==> config.mk <==
export PLATFORM = sky130hd
export DESIGN_NAME = result_bcd_converter
export DESIGN_NICKNAME = d
export VERILOG_FILES = /design/src/rtl/result_bcd_pkg.sv /design/src/rtl/result_bcd_converter_digit_adj.sv /design/src/rtl/result_bcd_converter.sv
export SDC_FILE = /design/constraint.sdc
export NUM_CORES = 1
export LEC_CHECK = 0
export BUFFER_PORTS_ARGS = -buffer_cell sky130_fd_sc_hd__buf_2
export CORE_ASPECT_RATIO = 0.6
export CORE_UTILIZATION = 27
export DETAILED_ROUTE_END_ITERATION = 12
export HOLD_SLACK_MARGIN = 0.15
export PLACE_DENSITY_LB_ADDON = 0.2
export SLEW_MARGIN = 20
export SYNTH_ARGS = -nofsm -noshare
export SYNTH_HDL_FRONTEND = slang
export SYNTH_SLANG_ARGS = --single-unit
==> constraint.sdc <==
create_clock -name clk -period 4 [get_ports clk]
set_input_delay 1.2 -clock clk [delete_from_list [all_inputs] [get_ports clk]]
set_output_delay 1.2 -clock clk [all_outputs]
set_load 0.005 [all_outputs]
==> src/rtl/result_bcd_pkg.sv <==
// Shared constants for the signed binary-to-BCD converter.
package result_bcd_pkg;

    // Converter states (legacy-compatible constant encoding)
    localparam logic [0:0] ST_IDLE  = 1'b0;
    localparam logic [0:0] ST_SHIFT = 1'b1;

    // Width of one packed BCD digit
    localparam int BCD_W = 4;

    // Double-dabble correction: digits at or above this value get +3 before the shift
    localparam logic [BCD_W-1:0] ADD3_THRESH = 4'd5;

endpackage

==> src/rtl/result_bcd_converter_digit_adj.sv <==
// Single-digit double-dabble correction: +3 when the digit is 5 or more.
module bcd_digit_adj
    import result_bcd_pkg::*;
(
    input  logic [BCD_W-1:0] d_in,
    output logic [BCD_W-1:0] d_out
);

    // Add 3 so the following left shift carries into the next decimal digit
    always_comb begin
        d_out = d_in;
        if (d_in >= ADD3_THRESH) begin
            d_out = d_in + 4'd3;
        end
    end

endmodule

==> src/rtl/result_bcd_converter.sv <==
// Sequential signed binary-to-BCD converter for the seven-segment display path.
// One double-dabble iteration per cycle; results land BIN_W cycles after start.
//
// state    | meaning
// ---------|-----------------------------------------------------------
// ST_IDLE  | waiting for start; output registers hold the last result
// ST_SHIFT | one add-3/shift iteration per cycle, BIN_W iterations total
module result_bcd_converter
    import result_bcd_pkg::*;
#(
    parameter int BIN_W      = 32,
    parameter int DIGITS     = 3,
    parameter int INT_DIGITS = 10
) (
    input  logic                    clk,
    input  logic                    reset,
    input  logic                    start,
    input  logic [BIN_W-1:0]        value,
    output logic                    ready,
    output logic                    done,
    output logic                    neg,
    output logic [BCD_W*DIGITS-1:0] bcd,
    output logic                    overflow
);

    localparam int CNT_W = $clog2(BIN_W);
    localparam int ACC_W = BCD_W * INT_DIGITS;
    localparam int OUT_W = BCD_W * DIGITS;

    logic [0:0]       state_q, state_d;
    logic [CNT_W-1:0] cnt_q, cnt_d;
    logic [BIN_W-1:0] bin_q, bin_d;
    logic [ACC_W-1:0] acc_q, acc_d;
    logic             sign_q, sign_d;
    logic             neg_q, neg_d;
    logic [OUT_W-1:0] bcd_q, bcd_d;
    logic             ovf_q, ovf_d;
    logic             done_q, done_d;

    logic [ACC_W-1:0] acc_adj;
    logic [ACC_W-1:0] acc_shift;

    // Per-digit add-3 correction across the whole internal accumulator
    for (genvar g = 0; g < INT_DIGITS; g++) begin : g_adj
        bcd_digit_adj u_adj (
            .d_in  (acc_q[g*BCD_W +: BCD_W]),
            .d_out (acc_adj[g*BCD_W +: BCD_W])
        );
    end

    // Next-state, datapath and output-register load logic
    always_comb begin
        state_d   = state_q;
        cnt_d     = cnt_q;
        bin_d     = bin_q;
        acc_d     = acc_q;
        sign_d    = sign_q;
        neg_d     = neg_q;
        bcd_d     = bcd_q;
        ovf_d     = ovf_q;
        done_d    = 1'b0;
        acc_shift = {acc_adj[ACC_W-2:0], bin_q[BIN_W-1]};

        case (state_q)
            ST_IDLE: begin
                if (start) begin
                    sign_d  = value[BIN_W-1];
                    // Magnitude is treated as unsigned, so the most negative input maps cleanly
                    bin_d   = value[BIN_W-1] ? (~value + BIN_W'(1)) : value;
                    acc_d   = '0;
                    cnt_d   = '0;
                    state_d = ST_SHIFT;
                end
            end
            ST_SHIFT: begin
                acc_d = acc_shift;
                bin_d = {bin_q[BIN_W-2:0], 1'b0};
                cnt_d = cnt_q + CNT_W'(1);
                if (cnt_q == CNT_W'(BIN_W - 1)) begin
                    state_d = ST_IDLE;
                    neg_d   = sign_q;
                    bcd_d   = acc_shift[OUT_W-1:0];
                    ovf_d   = |acc_shift[ACC_W-1:OUT_W];
                    done_d  = 1'b1;
                end
            end
            default: begin
                state_d = ST_IDLE;
            end
        endcase
    end

    // State and output registers with synchronous reset
    always_ff @(posedge clk) begin
        if (reset) begin
            state_q <= ST_IDLE;
            cnt_q   <= '0;
            bin_q   <= '0;
            acc_q   <= '0;
            sign_q  <= 1'b0;
            neg_q   <= 1'b0;
            bcd_q   <= '0;
            ovf_q   <= 1'b0;
            done_q  <= 1'b0;
        end else begin
            state_q <= state_d;
            cnt_q   <= cnt_d;
            bin_q   <= bin_d;
            acc_q   <= acc_d;
            sign_q  <= sign_d;
            neg_q   <= neg_d;
            bcd_q   <= bcd_d;
            ovf_q   <= ovf_d;
            done_q  <= done_d;
        end
    end

    assign ready    = (state_q == ST_IDLE);
    assign done     = done_q;
    assign neg      = neg_q;
    assign bcd      = bcd_q;
    assign overflow = ovf_q;

endmodule
Word level (Yosys, flattened, before mapping):

Cells that the tools add are included.

* output and inout port bits: 16
* logic and storage cells: 60
* bits in registers: 94
* input port bits: 35

* order comparisons: 10
* equality and inequality tests: 2
* bitwise operators: 2
* reduce and logical (&&, ||, !) cells: 4
* muxes and demuxes: 21
* add/sub/neg operators: 12

Operators with widths (count)
* 40-bit case mux with 2 select lines: 1
* 32-bit two-way mux: 2
* 32-bit case mux with 2 select lines: 1
* 4-bit by 3-bit >= comparator with 1-bit output, second input constant: 10
* 40-bit two-way mux: 1
* 4-bit by 2-bit adder with 4-bit output, second input constant: 9
* 4-bit two-way mux: 9
* 32-bit by 1-bit adder with 32-bit output, second input constant: 1
* 32-bit inverter: 1
* 28-bit OR reduction: 1
* 5-bit case mux with 2 select lines: 1
* 5-bit by 1-bit adder with 5-bit output, second input constant: 1
* 5-bit == test, second input constant: 1
* 5-bit two-way mux: 1
* 2-bit AND reduction: 2
* 3-bit by 2-bit adder with 3-bit output, second input constant: 1
* 1-bit two-way mux: 3
* 3-bit two-way mux: 1
* 2-bit != test, second input constant: 1
* 1-bit case mux with 2 select lines: 1
* 2-bit OR reduction: 1
* 1-bit inverter: 1

Longest topological paths before layout:

Gate-level depths: netlist of run 1.

* depth after elaboration: 5
* depth in mapped cells: 9
* depth with buffers taken out: 8

Cells and area by module:

From an unflattened synthesis of run 1, not the netlist that was laid out.

* cell total of the unflattened synthesis: 802
* area, all modules: 5906.9 um^2

By module, submodules not included
* result_bcd_converter: sequential area each 1881.8 um^2, area each 4893.4 um^2, instances 1, cells each 642
* bcd_digit_adj: sequential area each 0.0 um^2, area each 101.3 um^2, instances 10, cells each 16

Worst setup path after synthesis of run 1:

No wires, ideal clock.

* kind: input to register
* start: input value[8]
* end: register bin_q[20]
* data arrival time: 2.759 ns
* data required time: 3.930 ns
* setup slack: 1.170 ns
* library setup time: 0.070 ns
* stages: 6
* buffers on the path: 0
* cells stage by stage: nor4_2 > nand3_2 > o41ai_1 > xor2_1 > a211o_1 > a21oi_1

* longest elaborated chain between the ends: 5

Ends and longest elaborated chain
* start, declared: RTL line result_bcd_converter.sv:18 `input logic [BIN_W-1:0] value,`
* 32-bit inverter: RTL line result_bcd_converter.sv:69 `bin_d = value[BIN_W-1] ? (~value + BIN_W'(1)) : value;`
* 32-bit by 1-bit adder with 32-bit output: RTL line result_bcd_converter.sv:69
* 32-bit two-way mux: RTL line result_bcd_converter.sv:69
* 32-bit two-way mux: RTL line result_bcd_converter.sv:66 `if (start) begin`
* 32-bit case mux with 2 select lines: RTL line result_bcd_converter.sv:64 `case (state_q)`
* end signal, assigned: RTL line result_bcd_converter.sv:108 `bin_q <= bin_d;`
* end, declared: RTL line result_bcd_converter.sv:32 `logic [BIN_W-1:0] bin_q, bin_d;`

Every way passes these cells. The select of a mux whose other input is x is not followed.
A chain may end at the register's enable or synchronous reset.

Final worst setup path of run 1:

Same ends and word-level chain as after synthesis.

==> flow_summary.json, run 1 <==
{
  "p_clk_share_pct": 42.3,
  "grt_overflow": 0,
  "fp-row-count": 39,
  "fin_crit_sh_pct": 72.35,
  "cp.required_ns": 4.29,
  "ys_ff_latch": 94,
  "die_h_um": 112.4,
  "start_util_pct": 28.17,
  "clk_latency_ns": 0.36,
  "grt_max_degree": 96,
  "combPwrFrac_pct": 11.0,
  "status": "finished clean",
  "die_w_um": 186.0,
  "grt_antenna_before_repair": 0,
  "cts_setup_buffers": 0,
  "ys_warn_count": 0,
  "final_nets": 759,
  "synth-main-ff-cell": "dfxtp_1",
  "wire_per_inst_um": 14.90,
  "multi_input_area_mm2": 0.003309,
  "maxCapViolCount": 0,
  "cp.depth": 7,
  "skew_ns": 0.008992,
  "placedCellCount": 956,
  "worstPathArrival_ns": 3.19,
  "cp_cell_sequence": "buf_2, nor4_2, nand3_2, o41ai_1, xor2_1, a211o_1, a21oi_1",
  "rsz0062_at_grt": "false",
  "cts-resized-gates": 0,
  "critPathLaunchType": "input pin",
  "syn_nets": 732,
  "crit_family": "compound AO/OA/AOI/OAI gates",
  "maxSlewHeadroom_pct": 33.34,
  "maxSlewViolCount": 0,
  "setup_viol": 0,
  "holdPathStages": 2,
  "p_sw_share_pct": 26.97,
  "tritoncts": "done",
  "io_buffers": 50,
  "cts.sinks": 94,
  "hold_viol": 0,
  "area_growth_pct": 13.73,
  "cts.htree.levels": 3,
  "ys_async_sr_fraction_pct": 0,
  "n_antenna_cell": 0,
  "slowest_stage": "nor4_2",
  "power_leakage_nw": 2.255,
  "grt_pass1_vias": 4360,
  "fin_setup_tns_ns": 0,
  "vias": 4759,
  "hold_class": "reg2reg",
  "drive_gt1_share_pct": 13.60,
  "clockRootBuffer": "clkbuf_16",
  "worst_setup_path_end_kind": "flop",
  "syn_area_per_cell_um2": 8.138,
  "seq_area_frac_synth_pct": 34.31,
  "cts_buffers": 9,
  "drt_iter0_drc": 362,
  "route.detailed.drc": 0,
  "p_per_area_mw_per_mm2": 337.4,
  "routed_via_density": 4.896,
  "synth.distinct_cells": 61,
  "cts_buffer_depth": 2,
  "synth_edf_count": 0,
  "crit_buf_inv": 1,
  "io_pins": 51,
  "p_switching_mw": 0.5676,
  "fmax_mhz": 345.6,
  "clk_pin_slew_ns": 0.07,
  "place_congestion": 0.7751,
  "dp_hpwl_um": 9868,
  "firstDrtPassIters": 5,
  "wl_um": 14480,
  "core_area_mm2": 0.01947,
  "irDropWorstVdd_mv": 0.1972,
  "synthCells": 674,
  "regArea_mm2": 0.001886,
  "final_cells": 972,
  "crit_type": "in2reg",
  "num-fill-cells": 2073,
  "syn-cell-area_mm2": 0.005485,
  "r2r_cells": 8,
  "pwr-share-seq_pct": 46.7,
  "critPathMaxStageDelay_ns": 0.50,
  "ant_nets": 0,
  "worstMarginPinSlew_ns": 0.9999,
  "holdBufCountCts": 0,
  "crit_fanout": 10,
  "dieArea_mm2": 0.02091,
  "globalRouteTotalUtil_pct": 14.65,
  "grt_pass1_wl_um": 23910,
  "intPower_mw": 1.537,
  "period_needed_ns": 2.894
}
==> per-layer routing <==
metal,up-vias,routed length [µm],track usage [%]
met1,2165,8699,24.78
met3,11,846,3.764
met4,0,151,4.098
li1,2471,-,-
met5,-,0,0
met2,112,4782,16.72
==> cells in the mapped netlist (4+ instances only) <==
library cell / n / area share [%]
dfxtp_1: 94 / 34
nor2_1: 75 / 5.1
a21oi_1: 73 / 6.7
nand2_1: 42 / 2.9
o21ai_0: 42 / 3.8
nor3_1: 31 / 2.8
nor3b_1: 29 / 4.0
clkbuf_1: 28 / 1.9
ha_1: 23 / 5.2
inv_1: 23 / 1.6
xnor2_1: 22 / 3.5
nand2b_1: 21 / 2.4
mux2i_1: 17 / 3.1
nand3_1: 12 / 1.1
xor2_1: 12 / 1.9
o22ai_1: 11 / 1.3
a22o_1: 9 / 1.4
a31oi_1: 8 / 0.91
a211o_1: 7 / 1.1
a211oi_1: 6 / 0.82
a221oi_1: 5 / 0.80
o31ai_1: 5 / 0.68
o41ai_1: 5 / 0.80
or3_1: 5 / 0.57
buf_1: 4 / 0.27
o21ba_2: 4 / 0.73
==> cell type report <==
type,instances,share of cell area (%)
clock buffer,10,3.670
clock inverter,6,1.103
inverter,26,1.564
multi-input combinational,513,53.05
sequential,94,30.22
tap,266,5.335
timing repair buffer,57,5.054
==> sequential cells by signal, indices dropped and copies added (netlist names) <==
name and cells:
bin_q 32, cnt_q 5, acc_q 40, neg 1, bcd 12, overflow 1
state_q 1, done 1, sign_q 1
==> placed cells by master (no fill, tap or decap), types with 3 or more instances in the layout <==
cell type,n
nor2_1,74
buf_2,50
buf_4,6
nor4_1,3
mux2i_1,17
clkbuf_16,9
ha_1,23
nor2b_1,3
nor3b_1,29
nor3_1,31
o31ai_1,5
inv_1,23
o41ai_1,5
a21oi_1,73
o21ai_0,42
a211o_1,7
a211oi_1,6
or3_1,5
xnor2_1,22
nand2b_1,21
nand3_1,12
a22o_1,9
a221oi_1,5
or2_2,3
o22ai_1,11
dfxtp_1,93
o21ba_2,4
and4_1,3
a31oi_1,8
nand2_1,42
xor2_1,12
==> tightest hold or removal path: cells and delay by family (launching register included) <==
kind	cells	cell delay, ns
simple gates	1	0.04
flops	1	0.33
compound gates	1	0.06
==> final timing paths <==
path / from / slack (ns) / end
hold reg to reg: bcd[11]$_SDFFE_PP0P_ / 0.46 / bcd[11]$_SDFFE_PP0P_
hold / removal: bcd[11]$_SDFFE_PP0P_ / 0.46 / bcd[11]$_SDFFE_PP0P_
setup reg to reg: acc_q[20]$_SDFFE_PP0P_ / 1.95 / overflow$_SDFFE_PP0P_
setup / recovery: value[8] / 1.11 / bin_q[20]$_SDFFE_PP0P_
==> cell families after synthesis <==
group	count (synthesis)	synth area share, %
AO/OA/AOI/OAI	193	22.26
XOR/XNOR	34	5.429
adder cells (fa/ha/maj)	23	5.246
buffers and inverters	67	5.406
flip-flops	94	34.31
multiplexers	19	3.513
AND/OR/NAND/NOR	244	23.84
==> power groups by stage <==
stage               registers, mW  clock network (mW)  logic [mW]
detailed placement           1.01                   0       0.230
global route                0.989               0.972       0.255
finish                      0.984               0.890       0.231
floorplan                   0.995                   0       0.163
global placement             1.01                   0       0.232
CTS                         0.983               0.927       0.231
==> through the flow <==
| stage | power, mW | hold WS (ns) | worst slack [ns] | area (µm²) | util [%] |
|---|---|---|---|---|---|
| finish | 2.105 | 0.4554 | 1.106 | 6238 | 32.04 |
| global route | 2.215 | 0.4797 | 0.9008 | 6238 | 32.04 |
| CTS | 2.141 | 0.4574 | 1.128 | 6236 | 32.03 |
| detailed placement | 1.235 | 0.4434 | 0.7491 | 5938 | 30.50 |
| global placement | 1.238 | 0.4379 | 0.7836 | 5938 | 30.50 |
| floorplan | 1.158 | 0.4312 | 1.170 | 5485 | - |
No activity file was read; power rests on OpenSTA's default activity.
==> run 2: changes to the inputs <==
==> constraint.sdc (replaced) <==
create_clock -name clk -period 2.7 [get_ports clk]
set_input_delay 0.81 -clock clk [delete_from_list [all_inputs] [get_ports clk]]
set_output_delay 0.81 -clock clk [all_outputs]
set_load 0.005 [all_outputs]
==> flow_summary.json, run 2 (synthesis results as in run 1) <==
{
  "status": "finished clean",
  "final_common_cell": "dfxtp_1",
  "m1WireLength_um": 8761,
  "die_h_um": 112.4,
  "top_register": "acc_q",
  "slowest_stage": "o41ai_1",
  "core_area_mm2": 0.01947,
  "maxCapViolCount": 0,
  "combPwrFrac_pct": 11.3,
  "mostFrequentLayoutCells": "dfxtp_1 (93), nor2_1 (75), a21oi_1 (73)",
  "final_nets": 772,
  "irDropWorstVdd_mv": 0.3501,
  "n_antenna_cell": 0,
  "fin_crit_sh_pct": 88.16,
  "r2r-start": "cnt_q[0]$_SDFFE_PP0P_",
  "grt_overflow": 0,
  "hold_path.startpoint": "bcd[4]$_SDFFE_PP0P_",
  "crit_path_start": "value[4]",
  "p_switching_mw": 0.8449,
  "place_congestion": 0.8265,
  "p_sw_share_pct": 26.48,
  "p_clk_share_pct": 43.1,
  "ant_nets": 0,
  "multi_input_area_mm2": 0.003307,
  "grt_pass1_wl_um": 23850,
  "cts_buffers": 9,
  "cts_setup_buffers": 0,
  "crit_type": "in2reg",
  "hold_class": "reg2reg",
  "wl_met2_um": 4903,
  "highest_layer": "met4",
  "cp_cell_sequence": "buf_2, nor4_4, nand3_2, o41ai_1, xor2_1, a211o_1, a21oi_1",
  "critPathLaunchType": "input pin",
  "intPower_mw": 2.345,
  "placed_cell_area_mm2": 0.006048,
  "dieArea_mm2": 0.02091,
  "setup_viol": 0,
  "area_growth_pct": 16.04,
  "skew_ns": 0.006678,
  "routed_via_density": 4.845,
  "regArea_mm2": 0.001886,
  "maxSlewHeadroom_pct": 51.06,
  "start_util_pct": 28.17,
  "cts.sinks": 94,
  "io_buffers": 50,
  "worstMarginPinSlew_ns": 0.7264,
  "globalRouteTotalUtil_pct": 14.56,
  "cts_buffer_depth": 2,
  "tritoncts": "done",
  "vias": 4772,
  "die_w_um": 186.0,
  "design_area_mm2": 0.006365,
  "worst_setup_path_end_kind": "flop",
  "grt_antenna_before_repair": 0,
  "fin_setup_tns_ns": 0,
  "crit_fanout": 9,
  "rsz0062_at_grt": "false",
  "cp.required_ns": 2.98,
  "worstPathArrival_ns": 2.66,
  "holdBufCountCts": 0,
  "clockRootBuffer": "clkbuf_16",
  "critPathMaxStageDelay_ns": 0.44,
  "p_per_area_mw_per_mm2": 501.2,
  "firstDrtPassIters": 4,
  "cts.htree.levels": 3,
  "io_pins": 51,
  "drive_gt1_share_pct": 15.02,
  "wire_per_inst_um": 14.56,
  "wl_um": 14350,
  "grt_max_degree": 79,
  "fmax_mhz": 420.1,
  "dp_hpwl_um": 10090,
  "clk_pin_slew_ns": 0.07,
  "clk_latency_ns": 0.35,
  "drt_iter0_drc": 316,
  "power_mw": 3.190,
  "pwr-share-seq_pct": 45.6,
  "maxSlewViolCount": 0,
  "num-fill-cells": 2061,
  "power_leakage_nw": 2.328,
  "fp-row-count": 39,
  "largest_register_ffs": 40,
  "wl_met3_um": 541,
  "ff2ff_setup_slack_ns": 0.65,
  "cts-resized-gates": 0,
  "hold_viol": 0,
  "route.detailed.drc": 0,
  "grt_pass1_vias": 4297,
  "period_needed_ns": 2.380
}
run 2: cell count changes in the layout (fill, tap and decap cells not counted), sizes merged:
cell	previous run	this run
clkbuf	10	11
clkinv	4	2
clkinvlp	1	2
buf	57	70
run 2: per-layer routing:
metal	vias up	global-route usage (%)
met5	-	0
met4	0	3.716
met3	8	3.212
met1	2181	24.29
li1	2502	-
met2	81	17.61
run 2: per-stage QoR:
step | hold WS (ns) | util (%) | setup slack, ns | std cells
2_1_floorplan | 0.4312 | - | 0.2605 | 674
4_1_cts | 0.4523 | 32.69 | 0.3176 | 985
3_3_place_gp | 0.4358 | 31.06 | 0.03147 | 969
5_1_grt | 0.4722 | 32.69 | 0.2022 | 985
6_report | 0.4462 | 32.69 | 0.3197 | 985
3_5_place_dp | 0.4373 | 31.06 | -0.01297 | 969
run 2: power groups by stage:
stage               Sequential (mW)  Clock (mW)  Combinational, mW
CTS                            1.45        1.42              0.360
detailed placement             1.49           0              0.359
global route                   1.46        1.48              0.398
finish                         1.46        1.37              0.360
floorplan                      1.47           0              0.241
global placement               1.49           0              0.362
run 2: final cells by class:
| class | count | area share, % |
|---|---|---|
| multi-input cells | 513 | 51.96 |
| flip-flops and latches | 94 | 29.62 |
| repair buffers | 70 | 6.684 |
| well taps | 266 | 5.229 |
| clock buffers | 11 | 3.991 |
| inverters | 26 | 1.533 |
| clock inverters | 5 | 0.9829 |
run 2: worst max-delay path: cells and delay by family:
| family | cells | cell delay (ns) |
|---|---|---|
| simple gates | 2 | 0.69 |
| buf+inv | 1 | 0.14 |
| compound gates | 3 | 0.89 |
| xor+xnor | 1 | 0.13 |
run 2: final timing paths:
check,depth (start not counted),endpoint
setup / recovery,7,bin_q[20]$_SDFFE_PP0P_
hold / removal,2,bcd[4]$_SDFFE_PP0P_
setup reg to reg,8,overflow$_SDFFE_PP0P_
hold reg to reg,2,bcd[4]$_SDFFE_PP0P_
==> run 3: changes to the inputs <==
==> constraint.sdc (replaced) <==
create_clock -name clk -period 2.7 [get_ports clk]
set_input_delay 0.135 -clock clk [delete_from_list [all_inputs] [get_ports clk]]
set_output_delay 0.135 -clock clk [all_outputs]
set_load 0.005 [all_outputs]
==> flow_summary.json, run 3 (synthesis results as in run 1) <==
{
  "status": "finished clean",
  "n_antenna_cell": 0,
  "placed_cell_area_mm2": 0.005956,
  "r2r_cells": 8,
  "fp-row-count": 39,
  "dieArea_mm2": 0.02091,
  "globalRouteTotalUtil_pct": 14.33,
  "mostFrequentLayoutCells": "dfxtp_1 (93), nor2_1 (75), a21oi_1 (73)",
  "cp_cell_sequence": "dlygate4sd3_1, buf_2, nor2_1, nand3_2, or2_1, or4_1, dlygate4sd3_1, a21oi_1",
  "crit_fanout": 8,
  "critPathMaxStageDelay_ns": 0.57,
  "io_buffers": 50,
  "start_util_pct": 28.17,
  "cts-resized-gates": 0,
  "slowest_stage": "dlygate4sd3_1",
  "ff2ff_setup_slack_ns": 0.71,
  "wire_per_inst_um": 14.45,
  "routed_via_density": 4.782,
  "clk_pin_slew_ns": 0.07,
  "dp_hpwl_um": 9916,
  "setup_viol": 0,
  "grt_antenna_before_repair": 0,
  "tritoncts": "done",
  "area_growth_pct": 15.31,
  "worstPathArrival_ns": 2.64,
  "period_needed_ns": 2.350,
  "drive_gt1_share_pct": 13.97,
  "place_congestion": 0.7992,
  "worstMarginPinSlew_ns": 0.9894,
  "crit_family": "buffers and inverters",
  "largest_register_ffs": 40,
  "holdBufCountCts": 6,
  "clockRootBuffer": "clkbuf_16",
  "hold_path.startpoint": "value[28]",
  "final_common_cell": "dfxtp_1",
  "route.detailed.drc": 0,
  "ant_nets": 0,
  "firstDrtPassIters": 6,
  "hold_viol": 0,
  "vias": 4696,
  "grt_overflow": 0,
  "power_leakage_nw": 2.299,
  "irDropWorstVdd_mv": 0.3113,
  "fin_crit_sh_pct": 87.02,
  "io_pins": 51,
  "min_to": "bin_q[28]$_SDFFE_PP0P_",
  "fin_util_pct": 32.49,
  "skew_ns": 0.01033,
  "final_nets": 769,
  "r2r-start": "acc_q[24]$_SDFFE_PP0P_",
  "die_h_um": 112.4,
  "drt_iter0_drc": 351,
  "cts.sinks": 94,
  "crit_top_cell": "dlygate4sd3_1",
  "grt_max_degree": 50,
  "top_register": "acc_q",
  "rsz0062_at_grt": "false",
  "holdPathStages": 4,
  "crit_buf_inv": 3,
  "core_area_mm2": 0.01947,
  "critPathLaunchType": "input pin",
  "design_area_mm2": 0.006325,
  "worst_setup_path_end_kind": "flop",
  "cts_setup_buffers": 0,
  "cp.required_ns": 2.99,
  "maxCapViolCount": 0,
  "cts_buffer_depth": 2,
  "maxSlewHeadroom_pct": 33.80,
  "maxSlewViolCount": 0,
  "fin_setup_tns_ns": 0,
  "cts.htree.levels": 3,
  "hold_class": "in2reg",
  "fmax_mhz": 425.6,
  "wl_um": 14190,
  "p_per_area_mw_per_mm2": 497.0,
  "crit_type": "in2reg",
  "grt_pass1_wl_um": 23440,
  "r2r-end": "overflow$_SDFFE_PP0P_",
  "clk_latency_ns": 0.36,
  "die_w_um": 186.0,
  "cts_buffers": 9,
  "grt_pass1_vias": 4262
}
## run 3: cell types whose count changed in the layout (fill, tap and decap cells not counted), sizes merged
cell,delta
clkinv,+1
dlygate4sd3,+6
inv,+1
bufinv,-1
clkinvlp,-1
buf,-9
## run 3: worst max-delay path by stage
stage / start / depth (start not counted) / end
2_1_floorplan: cnt_q[0]$_SDFFE_PP0P_ / 8 / overflow$_SDFFE_PP0P_
3_3_place_gp: value[8] / 7 / bin_q[20]$_SDFFE_PP0P_
3_5_place_dp: value[8] / 7 / bin_q[20]$_SDFFE_PP0P_
4_1_cts: value[0] / 8 / bin_q[31]$_SDFFE_PP0P_
5_1_grt: value[0] / 8 / bin_q[31]$_SDFFE_PP0P_
6_report: value[0] / 8 / bin_q[31]$_SDFFE_PP0P_
## run 3: metrics by stage
| stage | setup WS, ns | cells | hold slack (ns) | power (mW) |
|---|---|---|---|---|
| after floorplan | 0.8263 | 674 | 0.2822 | 1.716 |
| after global placement | 0.5345 | 960 | 0.4250 | 1.837 |
| after detailed placement | 0.4926 | 960 | 0.4309 | 1.833 |
| after CTS | 0.3660 | 982 | 0.1973 | 3.194 |
| after global routing | 0.2346 | 982 | 0.2283 | 3.292 |
| final | 0.3504 | 982 | 0.2133 | 3.144 |
## run 3: area by class of cell
| type | instances | area (µm²) |
|---|---|---|
| clock buffers | 11 | 264.0 |
| well taps | 266 | 332.8 |
| fillers | 2063 | 13150 |
| repair buffers | 67 | 392.9 |
| clock inverters | 5 | 45.04 |
| inverters | 26 | 97.59 |
| multi-input cells | 513 | 3307 |
| flip-flops and latches | 94 | 1886 |
## run 3: worst reg2reg max path, stage by stage, from the launching register on
cell	delay, ns
dfxtp_1	0.45
inv_1	0.10
ha_1	0.28
nand2b_1	0.12
a21oi_1	0.12
nand2b_1	0.19
mux2i_1	0.30
and4_1	0.25
a31oi_1	0.07
## run 3: where the power goes
| part | switching [mW] | internal (mW) |
|---|---|---|
| logic | 0.216 | 0.132 |
| registers | 0.0309 | 1.43 |
| clock network | 0.617 | 0.722 |
## run 3: routing by layer
layer  routed length, µm  GRT usage [%]  vias to the layer above
li1                    -              -                     2486
met3                 670          3.310                       11
met1                8553          24.72                     2101
met2                4828          16.22                       98
met4                 138          3.607                        0
met5                   0              0                        -
